--- config.mk ---
export PLATFORM = sky130hd
export DESIGN_NAME = mac_job_sequencer_flat
export DESIGN_NICKNAME = d
export VERILOG_FILES = /design/src/rtl/mac_job_sequencer_if.sv /design/src/rtl/mac_job_sequencer.sv /design/src/flat_wrapper.sv
export SDC_FILE = /design/constraint.sdc
export NUM_CORES = 1
export LEC_CHECK = 0
export CELL_PAD_IN_SITES_DETAIL_PLACEMENT = 1
export CELL_PAD_IN_SITES_GLOBAL_PLACEMENT = 1
export CORE_MARGIN = 8
export CORE_UTILIZATION = 43
export CTS_CLUSTER_DIAMETER = 150
export CTS_CLUSTER_SIZE = 24
export DETAILED_ROUTE_END_ITERATION = 16
export PLACE_DENSITY_LB_ADDON = 0.12
export SETUP_SLACK_MARGIN = 0.05
export SKIP_LAST_GASP = 1
export SLEW_MARGIN = 20
export SYNTH_ARGS = -nofsm -noshare
export SYNTH_HDL_FRONTEND = slang
export SYNTH_SLANG_ARGS = --single-unit
--- constraint.sdc ---
create_clock -name CLK -period 5.2 [get_ports CLK]
set_input_delay 1.04 -clock CLK [delete_from_list [all_inputs] [get_ports CLK]]
set_output_delay 1.04 -clock CLK [all_outputs]
set_load 0.02 [all_outputs]
--- src/rtl/mac_job_sequencer_if.sv ---
// Connection bundle for the MAC job sequencer: job push port, result port
// and the Start/Done handshake towards the Multiply_Accumulate unit.
interface mac_job_sequencer_if #(
  parameter int DATA_W = 32,
  parameter int DEPTH  = 4
);
  localparam int CNT_W = $clog2(DEPTH) + 1;

  // Job push side (host/PIO register block)
  logic              Job_valid_in;
  logic              Job_ready_out;
  logic [DATA_W-1:0] A_in;
  logic [DATA_W-1:0] X_in;
  logic [DATA_W-1:0] B_in;

  // Result side
  logic              Res_valid_out;
  logic              Res_ready_in;
  logic [DATA_W-1:0] Res_data_out;
  logic              Res_timeout_out;

  // MAC handshake side
  logic              Mac_start_out;
  logic              Mac_done_out;
  logic [DATA_W-1:0] Mac_A_out;
  logic [DATA_W-1:0] Mac_X_out;
  logic [DATA_W-1:0] Mac_B_out;
  logic [DATA_W-1:0] Mac_Y_in;
  logic              Mac_valid_in;

  // Status
  logic              Busy_out;
  logic [CNT_W-1:0]  Job_count_out;

  // Sequencer view
  modport slave (
    input  Job_valid_in, A_in, X_in, B_in,
    input  Res_ready_in,
    input  Mac_Y_in, Mac_valid_in,
    output Job_ready_out,
    output Res_valid_out, Res_data_out, Res_timeout_out,
    output Mac_start_out, Mac_done_out, Mac_A_out, Mac_X_out, Mac_B_out,
    output Busy_out, Job_count_out
  );

  // Host / MAC environment view
  modport master (
    output Job_valid_in, A_in, X_in, B_in,
    output Res_ready_in,
    output Mac_Y_in, Mac_valid_in,
    input  Job_ready_out,
    input  Res_valid_out, Res_data_out, Res_timeout_out,
    input  Mac_start_out, Mac_done_out, Mac_A_out, Mac_X_out, Mac_B_out,
    input  Busy_out, Job_count_out
  );
endinterface

--- src/rtl/mac_job_sequencer.sv ---
// Buffers (A, X, B) operand triplets in a small FIFO and issues them one at
// a time to the MAC using its Start/Valid/Done handshake. Each job produces
// one result on a valid/ready port, either the captured Y or a timeout abort.
module mac_job_sequencer #(
  parameter int DATA_W  = 32,
  parameter int DEPTH   = 4,
  parameter int TIMEOUT = 255
) (
  input logic                CLK,
  input logic                RST,
  mac_job_sequencer_if.slave bus
);
  localparam int PTR_W = $clog2(DEPTH);
  localparam int CNT_W = $clog2(DEPTH) + 1;
  localparam int TMO_W = $clog2(TIMEOUT + 1);

  typedef enum logic [2:0] {IDLE, FLUSH, START, WAIT, OUT} state_t;

  state_t state;
  state_t next_state;

  // Job FIFO
  logic [3*DATA_W-1:0] job_mem [DEPTH];
  logic [PTR_W-1:0]    wr_ptr;
  logic [PTR_W-1:0]    rd_ptr;
  logic [CNT_W-1:0]    job_count;
  logic                fifo_full;
  logic                fifo_empty;
  logic                push;
  logic                pop;
  logic [3*DATA_W-1:0] head_job;

  // FSM control strobes
  logic load_job;
  logic flush_done;
  logic finish_ok;
  logic finish_tmo;
  logic res_accept;
  logic tmo_hit;

  // Registered outputs
  logic [TMO_W-1:0]  tmo_count;
  logic [DATA_W-1:0] mac_a;
  logic [DATA_W-1:0] mac_x;
  logic [DATA_W-1:0] mac_b;
  logic [DATA_W-1:0] res_data;
  logic              mac_done;
  logic              res_valid;
  logic              res_timeout;

  assign fifo_full  = (job_count == CNT_W'(DEPTH));
  assign fifo_empty = (job_count == '0);
  assign push       = bus.Job_valid_in && !fifo_full;
  assign pop        = finish_ok || finish_tmo;
  assign head_job   = job_mem[rd_ptr];
  assign tmo_hit    = (tmo_count == TMO_W'(TIMEOUT));

  // Operand storage; only written on an accepted push, so it needs no reset.
  always_ff @(posedge CLK) begin
    if (push) begin
      job_mem[wr_ptr] <= {bus.A_in, bus.X_in, bus.B_in};
    end
  end

  // FIFO pointers and occupancy; pointers wrap naturally since DEPTH is 2^n.
  always_ff @(posedge CLK or posedge RST) begin
    if (RST) begin
      wr_ptr    <= '0;
      rd_ptr    <= '0;
      job_count <= '0;
    end else begin
      if (push) begin
        wr_ptr <= wr_ptr + 1'b1;
      end
      if (pop) begin
        rd_ptr <= rd_ptr + 1'b1;
      end
      case ({push, pop})
        2'b10:   job_count <= job_count + 1'b1;
        2'b01:   job_count <= job_count - 1'b1;
        default: job_count <= job_count;
      endcase
    end
  end

  // Sequencer state register.
  always_ff @(posedge CLK or posedge RST) begin
    if (RST) begin
      state <= IDLE;
    end else begin
      state <= next_state;
    end
  end

  // Next-state logic; a stale MAC Valid in IDLE is always flushed before
  // a new Start so the MAC never sees Start while it still holds a result.
  always_comb begin
    next_state = state;
    load_job   = 1'b0;
    flush_done = 1'b0;
    finish_ok  = 1'b0;
    finish_tmo = 1'b0;
    res_accept = 1'b0;
    case (state)
      IDLE: begin
        if (bus.Mac_valid_in) begin
          next_state = FLUSH;
          flush_done = 1'b1;
        end else if (!fifo_empty) begin
          next_state = START;
          load_job   = 1'b1;
        end
      end
      FLUSH: begin
        next_state = IDLE;
      end
      START: begin
        next_state = WAIT;
      end
      WAIT: begin
        if (bus.Mac_valid_in) begin
          next_state = OUT;
          finish_ok  = 1'b1;
        end else if (tmo_hit) begin
          next_state = OUT;
          finish_tmo = 1'b1;
        end
      end
      OUT: begin
        if (bus.Res_ready_in) begin
          next_state = IDLE;
          res_accept = 1'b1;
        end
      end
      default: begin
        next_state = IDLE;
      end
    endcase
  end

  // MAC operand latch, timeout counter, Done pulse and result registers.
  always_ff @(posedge CLK or posedge RST) begin
    if (RST) begin
      mac_a       <= '0;
      mac_x       <= '0;
      mac_b       <= '0;
      tmo_count   <= '0;
      mac_done    <= 1'b0;
      res_data    <= '0;
      res_valid   <= 1'b0;
      res_timeout <= 1'b0;
    end else begin
      mac_done <= flush_done || finish_ok || finish_tmo;

      if (load_job) begin
        {mac_a, mac_x, mac_b} <= head_job;
        tmo_count             <= '0;
      end else if ((state == WAIT) && !pop) begin
        tmo_count <= tmo_count + 1'b1;
      end

      if (finish_ok) begin
        res_data    <= bus.Mac_Y_in;
        res_timeout <= 1'b0;
        res_valid   <= 1'b1;
      end else if (finish_tmo) begin
        res_data    <= '0;
        res_timeout <= 1'b1;
        res_valid   <= 1'b1;
      end else if (res_accept) begin
        res_valid <= 1'b0;
      end
    end
  end

  assign bus.Job_ready_out   = !fifo_full;
  assign bus.Job_count_out   = job_count;
  assign bus.Mac_start_out   = (state == START);
  assign bus.Mac_done_out    = mac_done;
  assign bus.Mac_A_out       = mac_a;
  assign bus.Mac_X_out       = mac_x;
  assign bus.Mac_B_out       = mac_b;
  assign bus.Res_valid_out   = res_valid;
  assign bus.Res_data_out    = res_data;
  assign bus.Res_timeout_out = res_timeout;
  assign bus.Busy_out        = (state != IDLE);

endmodule

--- src/flat_wrapper.sv ---
// flat-port wrapper written by rule: the top's interface ports become plain ports
module mac_job_sequencer_flat 
#(
  parameter int DATA_W  = 32,
  parameter int DEPTH   = 4,
  parameter int TIMEOUT = 255
)
  (CLK, RST, bus_Job_valid_in, bus_A_in, bus_X_in, bus_B_in, bus_Res_ready_in, bus_Mac_Y_in, bus_Mac_valid_in, bus_Job_ready_out, bus_Res_valid_out, bus_Res_data_out, bus_Res_timeout_out, bus_Mac_start_out, bus_Mac_done_out, bus_Mac_A_out, bus_Mac_X_out, bus_Mac_B_out, bus_Busy_out, bus_Job_count_out);
  mac_job_sequencer_if #(.DATA_W(DATA_W), .DEPTH(DEPTH)) bus_i ();
  input logic CLK;
  input logic RST;
  input wire logic [$bits(bus_i.Job_valid_in)-1:0] bus_Job_valid_in;
  input wire logic [$bits(bus_i.A_in)-1:0] bus_A_in;
  input wire logic [$bits(bus_i.X_in)-1:0] bus_X_in;
  input wire logic [$bits(bus_i.B_in)-1:0] bus_B_in;
  input wire logic [$bits(bus_i.Res_ready_in)-1:0] bus_Res_ready_in;
  input wire logic [$bits(bus_i.Mac_Y_in)-1:0] bus_Mac_Y_in;
  input wire logic [$bits(bus_i.Mac_valid_in)-1:0] bus_Mac_valid_in;
  output wire logic [$bits(bus_i.Job_ready_out)-1:0] bus_Job_ready_out;
  output wire logic [$bits(bus_i.Res_valid_out)-1:0] bus_Res_valid_out;
  output wire logic [$bits(bus_i.Res_data_out)-1:0] bus_Res_data_out;
  output wire logic [$bits(bus_i.Res_timeout_out)-1:0] bus_Res_timeout_out;
  output wire logic [$bits(bus_i.Mac_start_out)-1:0] bus_Mac_start_out;
  output wire logic [$bits(bus_i.Mac_done_out)-1:0] bus_Mac_done_out;
  output wire logic [$bits(bus_i.Mac_A_out)-1:0] bus_Mac_A_out;
  output wire logic [$bits(bus_i.Mac_X_out)-1:0] bus_Mac_X_out;
  output wire logic [$bits(bus_i.Mac_B_out)-1:0] bus_Mac_B_out;
  output wire logic [$bits(bus_i.Busy_out)-1:0] bus_Busy_out;
  output wire logic [$bits(bus_i.Job_count_out)-1:0] bus_Job_count_out;
  assign bus_i.Job_valid_in = bus_Job_valid_in;
  assign bus_i.A_in = bus_A_in;
  assign bus_i.X_in = bus_X_in;
  assign bus_i.B_in = bus_B_in;
  assign bus_i.Res_ready_in = bus_Res_ready_in;
  assign bus_i.Mac_Y_in = bus_Mac_Y_in;
  assign bus_i.Mac_valid_in = bus_Mac_valid_in;
  assign bus_Job_ready_out = bus_i.Job_ready_out;
  assign bus_Res_valid_out = bus_i.Res_valid_out;
  assign bus_Res_data_out = bus_i.Res_data_out;
  assign bus_Res_timeout_out = bus_i.Res_timeout_out;
  assign bus_Mac_start_out = bus_i.Mac_start_out;
  assign bus_Mac_done_out = bus_i.Mac_done_out;
  assign bus_Mac_A_out = bus_i.Mac_A_out;
  assign bus_Mac_X_out = bus_i.Mac_X_out;
  assign bus_Mac_B_out = bus_i.Mac_B_out;
  assign bus_Busy_out = bus_i.Busy_out;
  assign bus_Job_count_out = bus_i.Job_count_out;
  mac_job_sequencer #(.DATA_W(DATA_W), .DEPTH(DEPTH), .TIMEOUT(TIMEOUT)) u_core (.CLK(CLK), .RST(RST), .bus(bus_i));
endmodule
Yosys cells after proc, flatten, opt, wreduce, memory -nomap -nowiden
Memories as Yosys holds them, arrays and structs flattened. A register that Yosys moved wholly into a read port is not among the register bits.
Index checks and enable logic that the tools add are counted.
{ "classes": {"n_addsub": 5, "n_mul": 0, "div": 0, "n_lt_le_gt_ge": 0, "n_eq_ne": 10, "n_shift": 0, "muxes": 29, "n_bitwise": 0, "reduce_logical": 15} }
{ "ops": {"columns": ["operator", "n"], "rows": [
  ["$mux 32", 2],
  ["$mux 1", 18],
  ["$mux 8", 2],
  ["$mux 3", 5],
  ["$pmux 3 s4", 1],
  ["$add 8x1->8 const B", 1],
  ["$eq 8x8->1 const B", 1],
  ["$eq 3x2->1 const B", 2],
  ["$eq 3x3->1 const B", 2],
  ["$logic_not 3->1", 2],
  ["$pmux 3 s2", 1],
  ["$reduce_bool 2->1", 3],
  ["$reduce_bool 3->1", 2],
  ["$add 2x1->2 const B", 2],
  ["$add 3x1->3 const B", 1],
  ["$logic_or 1x1->1", 3],
  ["$ne 3x2->1 const B", 1],
  ["$ne 3x3->1 const B", 1],
  ["$reduce_and 3->1", 1],
  ["$sub 3x1->3 const B", 1],
  ["$eq 2x1->1 const B", 1],
  ["$eq 2x2->1 const B", 1],
  ["$logic_and 1x1->1", 2],
  ["$logic_not 1->1", 2],
  ["$ne 2x2->1 const B", 1]
]} }
{ "totals": {"regBits": 53, "latchBits": 0, "ram_bits": 384, "romBits": 0, "input_bits": 133, "output_inout_bits": 137, "wordCells": 69, "mem_count": 1} }
{ "mem_list": {"columns": ["name", "words", "word_bits", "read_ports", "rd_clocked_by_memory_dff", "wr", "line", "text"], "rows": [
  ["u_core.job_mem", 4, 96, 1, 1, 1, "mac_job_sequencer.sv:23", "logic [3*DATA_W-1:0] job_mem [DEPTH];"]
]} }

Logic depth before layout (Yosys ltp)
Gate-level depths: netlist (run 1).
{ "logic_depth": {"depth_word": 9, "mapped_depth": 12, "mapped_depth_nobuf": 11} }

Worst setup path before layout (run 1)
OpenSTA, ideal clock, no wires.
{ "synth_path": {"path_kind": "input-to-reg", "start": "input port bus_Job_valid_in", "end": "memory u_core.job_mem[0][0] (netlist bit), enable pin", "setup_time_ns": 0.466, "arrival_ns": 3.303, "path_slack_ns": 1.431, "stages": 1, "path_buffers": 0, "path_cell_list": "and3_1"} }
{ "synth_via": {"elab_chain_cells": 3} }
{ "synth_lines": {"columns": ["element", "line", "text"], "rows": [
  ["from (decl)", "flat_wrapper.sv:12", "input wire logic [$bits(bus_i.Job_valid_in)-1:0] bus_Job_valid_in;"],
  ["$logic_and 1x1->1", "mac_job_sequencer.sv:53", "assign push = bus.Job_valid_in && !fifo_full;"],
  ["$mux 1", "mac_job_sequencer.sv:60", "if (push) begin"],
  ["$mux 1 (implied by the code)", "mac_job_sequencer.sv:61", "job_mem[wr_ptr] <= {bus.A_in, bus.X_in, bus.B_in};"],
  ["to (decl)", "mac_job_sequencer.sv:23", null]
]} }
No other way between the ends.

Worst setup path after layout (run 1)
{ "layout_path": {"start": "register u_core.state[1]", "end": "output port bus_Mac_start_out"} }
{ "layout_via": {"elab_chain_cells": 1} }
{ "layout_lines": {"columns": ["element", "line", "text"], "rows": [
  ["from (decl)", "mac_job_sequencer.sv:19", "state_t state;"],
  ["from (signal assigned)", "mac_job_sequencer.sv:91", "state <= next_state;"],
  ["$eq 3x2->1", "mac_job_sequencer.sv:178", "assign bus.Mac_start_out = (state == START);"],
  ["to (decl)", "flat_wrapper.sv:23", "output wire logic [$bits(bus_i.Mac_start_out)-1:0] bus_Mac_start_out;"]
]} }
No other way between the ends.

==> results.yml, run 1 <==
cts:
  cts.clk_slew.worst_paths_ns: 0.10
  cts_root_buf: "clkbuf_16"
  ctsHoldBuffers: 0
  htreeDepth: 1
  insertion_delay_ns: 0.57
  clock_sinks: 533
  cts_resized: 0
  cts_max_path_buffers: 3
  post_cts_buffers: 0
  cts_tree: "done"
  cts_buffers: 26
finish:
  drive_gt1_frac: 0.2102
  final_common_cell: "edfxtp_1"
  area_growth_pct: 21.73
  instances_no_fill: 1781
  final_area_mm2: 0.02385
  fillers: 4006
  ff_latch_area_mm2: 0.01527
  nets: 1300
  final_cell_mix: "384 x edfxtp_1, 269 x clkdlybuf4s50_1, 147 x dfrtp_1"
  multi_input_area_mm2: 0.004139
logic_synthesis:
  ys_ff_latch: 533
  synth_edf_count: 384
  ys.flop_type: "edfxtp_1"
  yosys-top-cells-area: "edfxtp_1 59%, dfrtp_1 19%, mux4_2 11%"
  yosys.area.top_type: "edfxtp_1"
  syn_area_per_cell_um2: 22.06
  synth_area_mm2: 0.01959
  syn_inst: 888
  synth_nets: 1028
  yosysTopAreaCellShare: 0.5886
  synth_async_sr_flop_share: 0.2795
  ys_warn_count: 0
  yosysSeqAreaShare: 0.7789
  yosysUniqueCellTypes: 40
placed_design:
  io_buffers: 269
  place_ws_ns: 1.617
  dpl_cell_area_mm2: 0.02308
  gp_congestion: 0.7272
  place_inst: 1732
  dp_hpwl_um: 27380
flow_run:
  drv_cap: 0
critical_path:
  reg2reg_to: "u_core.bus.Job_count_out[2]$_DFFE_PP0P_"
  end_kind: "output pin"
  critPathMaxFanout: 11
  rr_worst_depth: 12
  reg2reg_from: "u_core.tmo_count[0]$_DFFE_PP0P_"
  path_class: "flip-flop to output pin"
  cp.arrival_ns: 2.09
  critPathRequiredTime_ns: 4.16
  critical_path.startpoint_type: "flip-flop"
  r2r_slack_ns: 2.44
min_path:
  hold_path_end: "u_core.bus.Res_data_out[31]$_DFFE_PP0N_"
  min-delay-start: "u_core.bus.Res_data_out[31]$_DFFE_PP0N_"
  holdPathStages: 1
  hold_class: "flip-flop to flip-flop"
pwr:
  power.leakage_nw: 8.258
  power_density_mw_per_mm2: 563.6
  ir_drop_mv: 0.3392
status:
  status: "finished, final reports clean"
drt:
  vias_per_cell: 5.294
  dr.pass1.iters: 4
  drcViolationCount: 0
  drt_iter0_markers: 691
  drt-total-wl_um: 43280
  ant_nets: 0
  drt-wirelength-per-cell_um: 24.30
  dr_total_vias: 9429
sta:
  setup_viol: 0
  tightestPinTransition_ns: 0.9474
  fmax_mhz: 319.1
  fin_skew_ns: 0.02157
  period_minus_slack_ns: 3.134
  fin_setup_tns_ns: 0
  report.final.slew_viol_count: 0
  rsz0062_at_grt: "false"
  fin_crit_sh: 0.6027
  slew_headroom: 0.3684
  fin_ws_ns: 2.066
  hold_viol_final: 0
die:
  die_w_um: 229.5
  start_util: 0.4336
  num_rows: 78
  io_pins: 270
  core_mm2: 0.04519
  die_h_um: 229.5
  die_area_mm2: 0.05265
global_routing:
  grt_pass1_wl_um: 66370
  globalRouteTotalUtil: 0.1621
  antenna_found_initial: 2
  grt_max_degree: 80
  grt_overflow: 0
  grt_pass1_vias: 10270
state kept, by name, summed over array words and instances (netlist names):
register	cells
u_core.bus.Job_count_out	3
u_core.bus.Mac_done_out	1
u_core.job_mem	384
u_core.bus.Res_data_out	32
u_core.bus.Mac_X_out	32
u_core.bus.Res_timeout_out	1
u_core.bus.Res_valid_out	1
u_core.bus.Mac_B_out	32
u_core.wr_ptr	2
u_core.tmo_count	8
u_core.rd_ptr	2
u_core.bus.Mac_A_out	32
u_core.state	3
power by group:
group	switching [mW]	internal [mW]	leakage, nW	total, mW
sequential	0.619	5.80	5.32	6.42
clock	1.29	0.970	0.361	2.26
combinational	2.32	2.44	2.57	4.77
total	4.23	9.21	8.26	13.4
synthesized netlist by cell type (2+ instances only):
cell type / instances
ha_1: 6
mux2i_1: 2
inv_1: 11
buf_2: 13
xnor2_1: 5
edfxtp_1: 384
nor3_1: 4
nand3_1: 6
a21oi_1: 3
clkbuf_1: 17
mux4_2: 96
and3_1: 10
mux2_2: 98
nor2_1: 9
a31oi_1: 2
buf_1: 8
dfrtp_1: 149
buf_4: 2
nand4_1: 2
a22o_1: 34
o21ai_0: 3
a211o_1: 4
xor2_1: 2
nand3b_1: 2
logic make-up after synthesis:
group	count (synthesis)	synth area share
flops	533	0.7789
fa+ha+maj	7	0.004854
mux	196	0.1677
buf+inv	51	0.01098
simple gates	42	0.01284
xor+xnor	7	0.003129
compound gates	52	0.02159
metrics by stage:
step                      hold WS [ns]    util  power [mW]
after floorplan                 0.4991       -       9.265
after global placement          0.4831  0.5109       11.34
after detailed placement        0.4827  0.5109       11.43
after CTS                       0.5128  0.5277       13.71
after global routing            0.5180  0.5277       14.12
final                           0.5084  0.5278       13.44
worst max path at each step:
stage	to	depth (start not counted)	startpoint	slack (ns)
finish	bus_Mac_start_out	2	u_core.state[1]$_DFFE_PP0P_	2.07
global route	bus_Mac_start_out	2	u_core.state[1]$_DFFE_PP0P_	1.98
CTS	bus_Mac_start_out	2	u_core.state[1]$_DFFE_PP0P_	1.99
detailed placement	u_core.bus.Job_count_out[2]$_DFFE_PP0P_	12	bus_Mac_valid_in	1.62
global placement	u_core.bus.Job_count_out[2]$_DFFE_PP0P_	12	bus_Mac_valid_in	1.69
floorplan	u_core.bus.Job_count_out[0]$_DFFE_PP0P_	1	RST	0.15
final cells by class:
cell class | instances | share of cell area
inverter | 11 | 0.001941
multi-input combinational | 304 | 0.1736
clock inverter | 2 | 0.001522
timing repair buffer | 284 | 0.1208
clock buffer | 46 | 0.03043
tap | 600 | 0.03148
sequential | 533 | 0.6402
antenna | 1 | 0.0001049
critical path, cell delays in order (launching register included):
cell	delay (ns)
dfrtp_1	0.53
nor3b_1	0.33
clkdlybuf4s50_1	0.67
layer usage:
layer | vias up | track usage | share of wire
met5 | - | 0 | 0.00062
met4 | 4 | 0.02769 | 0.012
met3 | 41 | 0.03004 | 0.056
met2 | 244 | 0.2711 | 0.49
met1 | 5022 | 0.2233 | 0.44
li1 | 4118 | - | -
Power figures use the tool's default switching activity.
==> run 2: changes to the inputs <==
Settings changed: CORE_UTILIZATION 43 to 47.
Clock period 5.2 ns to 3.2 ns, I/O delays scaled along.
==> run 2 against run 1 <==
  * Core utilization grew 5.0 points
  * Total power grew 64%
  * Die area shrank 7.9%
  * Clock power grew 63%
  * Sequential share of layout area shrank 0.51 points
  * Largest power group unchanged
  * Highest routed layer unchanged
==> results.yml, run 2 (synthesis gave the netlist of run 1 again) <==
flow_run:
  drv_cap: 0
drt:
  drt_iter0_markers: 552
  drt-wirelength-per-cell_um: 24.72
  drcViolationCount: 0
  wl_met3_um: 2795
  dr.pass1.iters: 6
  drt-total-wl_um: 42960
  wl_met1_um: 17520
  dr_total_vias: 9601
  vias_per_cell: 5.524
  routed.top_layer: "met5"
  wl_met2_um: 21680
  ant_nets: 0
cts:
  cts_resized: 0
  clock_sinks: 533
  insertion_delay_ns: 0.57
  ctsHoldBuffers: 0
  cts_max_path_buffers: 3
  cts_root_buf: "clkbuf_16"
  cts_buffers: 26
  htreeDepth: 1
  cts_tree: "done"
  post_cts_buffers: 0
  cts.clk_slew.worst_paths_ns: 0.09
global_routing:
  globalRouteTotalUtil: 0.1773
  grt_max_degree: 66
  grt_pass1_wl_um: 65230
  grt_pass1_vias: 10570
  grt_overflow: 0
  antenna_found_initial: 7
finish:
  top_register: "u_core.job_mem"
  final_common_cell: "edfxtp_1"
  final_cell_mix: "384 x edfxtp_1, 269 x clkdlybuf4s50_1, 147 x dfrtp_1"
  nets: 1318
  area_growth_pct: 22.70
  drive_gt1_frac: 0.2222
  post-route-util: 0.5782
  final_area_mm2: 0.02404
  largest_reg_flops: 384
sta:
  fin_crit_sh: 0.8529
  rsz0062_at_grt: "false"
  setup_viol: 0
  tightestPinTransition_ns: 0.6522
  fin_setup_tns_ns: 0
  fmax_mhz: 366.4
  period_minus_slack_ns: 2.729
  slew_headroom: 0.5652
  fin_skew_ns: 0.01724
  hold_viol_final: 0
  report.final.slew_viol_count: 0
critical_path:
  critPathMaxFanout: 11
  end_kind: "output pin"
  cp.arrival_ns: 2.09
  critPathRequiredTime_ns: 2.56
  path_class: "flip-flop to output pin"
  critical_path.startpoint_type: "flip-flop"
placed_design:
  io_buffers: 269
  gp_congestion: 0.7395
  dp_hpwl_um: 27360
  dpl_cell_area_mm2: 0.02327
die:
  die_area_mm2: 0.04847
  start_util: 0.4713
  num_rows: 75
  io_pins: 270
  core_mm2: 0.04157
  die_w_um: 220.2
  die_h_um: 220.2
pwr:
  total_power_mw: 22.01
  power.leakage_nw: 8.385
  power_density_mw_per_mm2: 915.8
  ir_drop_mv: 0.4625
min_path:
  hold_class: "input port to asynchronous set/reset pin"
status:
  status: "finished, final reports clean"
[run 2: changes by cell type in the layout (fill, tap and decap cells not counted)]
cell / delta
clkbuf_16: +1
clkbuf_1: -1
clkinv_8: -1
diode_2: +1
buf_12: +10
clkinvlp_4: +1
inv_6: -1
buf_4: +8
[run 2: path summary, 6_finish.rpt]
check                                                         from                                      end  slack [ns]  cells after the start
setup / recovery                       u_core.state[1]$_DFFE_PP0P_                             bus_Busy_out        0.47                      2
hold / removal                                                 RST     u_core.bus.Mac_B_out[23]$_DFFE_PP0P_        0.46                      2
setup reg to reg                   u_core.tmo_count[0]$_DFFE_PP0P_  u_core.bus.Job_count_out[2]$_DFFE_PP0P_        0.70                     11
hold reg to reg            u_core.bus.Res_data_out[15]$_DFFE_PP0N_  u_core.bus.Res_data_out[15]$_DFFE_PP0N_        0.51                      1
max in group asynchronous                                      RST             u_core.rd_ptr[1]$_DFFE_PP0N_        2.02                      3
min in group CLK           u_core.bus.Res_data_out[15]$_DFFE_PP0N_  u_core.bus.Res_data_out[15]$_DFFE_PP0N_        0.51                      1
[run 2: metal layers]
layer | global-route usage | vias to the layer above
met5 | 0 | -
met4 | 0.04342 | 12
met3 | 0.04265 | 58
met2 | 0.3052 | 220
met1 | 0.2259 | 5140
li1 | - | 4171
[run 2: power by group]
part	total (mW)	internal [mW]	switching (mW)
clock network	3.69	1.61	2.08
logic	7.95	4.12	3.83
registers	10.4	9.42	0.958
[run 2: worst max-delay path: stages, from the launching register on]
cell	delay, ns
dfrtp_1	0.51
or3_4	0.44
clkdlybuf4s50_1	0.58
[run 2: cell type report]
type                       instances  area [um2]
clock buffer                      46       747.0
clock inverter                     1       20.02
multi-input combinational        304        4139
inverter                          11       45.04
fill                            3595       17530
antenna                            2       5.005
sequential                       533       15270
tap                              539       674.4
timing repair buffer             302        3141
[run 2: metrics by stage]
stage | cells | setup slack (ns) | hold WS, ns
2_1_floorplan | 888 | 0.6314 | 0.4991
3_3_place_gp | 1689 | 0.3549 | 0.4820
3_5_place_dp | 1689 | 0.2571 | 0.4805
4_1_cts | 1736 | 0.4317 | 0.4360
5_1_grt | 1737 | 0.3726 | 0.4758
6_report | 1738 | 0.4706 | 0.4568
==> RTL edit, RTL diff (config.mk and constraints of run 1) <==
`TIMEOUT` is set to 255 in 2 places; all go to 510.
--- a/src/rtl/mac_job_sequencer.sv
+++ b/src/rtl/mac_job_sequencer.sv
@@ -6,3 +6,3 @@
   parameter int DEPTH   = 4,
-  parameter int TIMEOUT = 255
+  parameter int TIMEOUT = 510
 ) (
--- a/src/flat_wrapper.sv
+++ b/src/flat_wrapper.sv
@@ -5,3 +5,3 @@
   parameter int DEPTH   = 4,
-  parameter int TIMEOUT = 255
+  parameter int TIMEOUT = 510
 )
Check against the original RTL: no difference found for any inputs over 4 cycles, from zero or initial values and one cycle with RST high; that may be too few to reach the edited logic, so the function may still have changed.
==> RTL edit against run 1 <==
  * Wire length is 0.41% higher
  * Via count is 0.38% higher
  * Area after synthesis is 1.1% higher
  * Sequential cell count is 1 higher
  * Power hardly changed
  * Clock skew is 0.0052 ns lower
  * Critical path type is now in2reg
  * Global-route usage hardly changed
  * Final area is 0.51% higher
  * Worst setup slack worse by 0.11 ns
  * Register-to-register slack worse by 0.02 ns
  * Worst hold slack worse by 0.019 ns
  * Largest power group unchanged
==> RTL edit: results (changes against run 1) <==
\begin{tabular}{lr}
\hline
Metric & Value \\
\hline
\multicolumn{2}{l}{\textbf{Cells and area}} \\
Number of nets in the layout & 1301 (was 1300) \\
Clock Network Area Fraction & 0.0315 (was 0.0320) \\
Filler cell count in the final layout & 4078 (was 4006) \\
Layout overhead on the synthesized area & 21.0\% (was 21.7\%) \\
Clock buffer instance count of the final layout & 44 (was 46) \\
Comb\_multi\_in & 306 (was 304) \\
\multicolumn{2}{l}{\textbf{Route}} \\
DR WL met2 & 21.3 mm (was 21.4 mm) \\
Iteration count of the initial detailed-routing pass & 6 (was 4) \\
Sum of routed wire length over all layers & 43.5 mm (was 43.3 mm) \\
First-iteration detailed-routing DRC count & 497 (was 691) \\
Detailed-routed wire length on met3 & 2.51 mm (was 2.41 mm) \\
Total routed wire length on the met1 layer & 19.0 mm (was 18.9 mm) \\
\multicolumn{2}{l}{\textbf{Critical path}} \\
Slack of the worst reg-to-reg path & 2.42 ns (was 2.44 ns) \\
CP Max Fanout & 34 (was 11) \\
\multicolumn{2}{l}{\textbf{Outcome}} \\
Result of the run & finished clean (unchanged) \\
\multicolumn{2}{l}{\textbf{Synth}} \\
Area share of xor/xnor cells in the synthesized design & 0.00442 (was 0.00313) \\
Net count of the mapped netlist & 1033 (was 1028) \\
Syn Area/Cell & 22.2 um\^{}2 (was 22.1 um\^{}2) \\
Share of synthesized area occupied by flip-flops and latches & 0.771 (was 0.779) \\
Synth async-reset ratio & 0.281 (was 0.280) \\
Ranking of synthesized cells by area & sky130\_fd\_sc\_hd\_\_edfxtp\_1 58\%, sky130\_fd\_sc\_hd\_\_dfrtp\_1 19\%, sky130\_fd\_sc\_hd\_\_mux4\_2 11\%, sky130\_fd\_sc\_hd\_\_mux2\_1 3.2\%, sky130\_fd\_sc\_hd\_\_mux2\_2 1.5\% (was sky130\_fd\_sc\_hd\_\_edfxtp\_1 59\%, sky130\_fd\_sc\_hd\_\_dfrtp\_1 19\%, sky130\_fd\_sc\_hd\_\_mux4\_2 11\%, sky130\_fd\_sc\_hd\_\_mux2\_2 5.6\%, sky130\_fd\_sc\_hd\_\_a22o\_1 1.5\%) \\
Yosys cell types & 47 (was 40) \\
\multicolumn{2}{l}{\textbf{Floorplanning}} \\
Placeable Area & 0.0455 mm\^{}2 (was 0.0452 mm\^{}2) \\
\multicolumn{2}{l}{\textbf{GRT}} \\
Largest net degree at the start of global routing & 103 (was 80) \\
Global-route wire length before repair & 67.0 mm (was 66.4 mm) \\
Via count of the first global-routing pass & 10500 (was 10300) \\
Met1 capacity usage during global routing & 0.216 (was 0.223) \\
Met2 track demand over resource in global routing & 0.273 (was 0.271) \\
GRT Util Overall & 0.162 (about the same) \\
Initial antenna violation count & 8 (was 2) \\
GR Util met3 & 0.0402 (was 0.0300) \\
\multicolumn{2}{l}{\textbf{Placed design}} \\
Worst setup timing slack at the placement stage & 1.36 ns (was 1.62 ns) \\
Placed instance area & 0.0232 mm\^{}2 (was 0.0231 mm\^{}2) \\
\hline
\end{tabular}
RTL edit: power breakdown:
group	internal (mW)	switching [mW]	total, mW
registers	5.80	0.646	6.45
clock network	0.963	1.30	2.26
logic	2.43	2.31	4.74
total	9.20	4.25	13.5
RTL edit: final timing paths:
check	depth (start not counted)	endpoint	startpoint
min in group asynchronous	2	u_core.bus.Res_data_out[28]$_DFFE_PP0P_	RST
max reg2reg	12	u_core.bus.Job_count_out[2]$_DFFE_PP0P_	u_core.state[1]$_DFFE_PP0P_
max in group asynchronous	3	u_core.bus.Mac_A_out[26]$_DFFE_PP0P_	RST
min	1	u_core.bus.Mac_B_out[28]$_DFFE_PP0P_	u_core.bus.Mac_B_out[28]$_DFFE_PP0P_
min reg2reg	1	u_core.bus.Mac_B_out[28]$_DFFE_PP0P_	u_core.bus.Mac_B_out[28]$_DFFE_PP0P_
max	12	u_core.bus.Job_count_out[2]$_DFFE_PP0P_	bus_Mac_valid_in
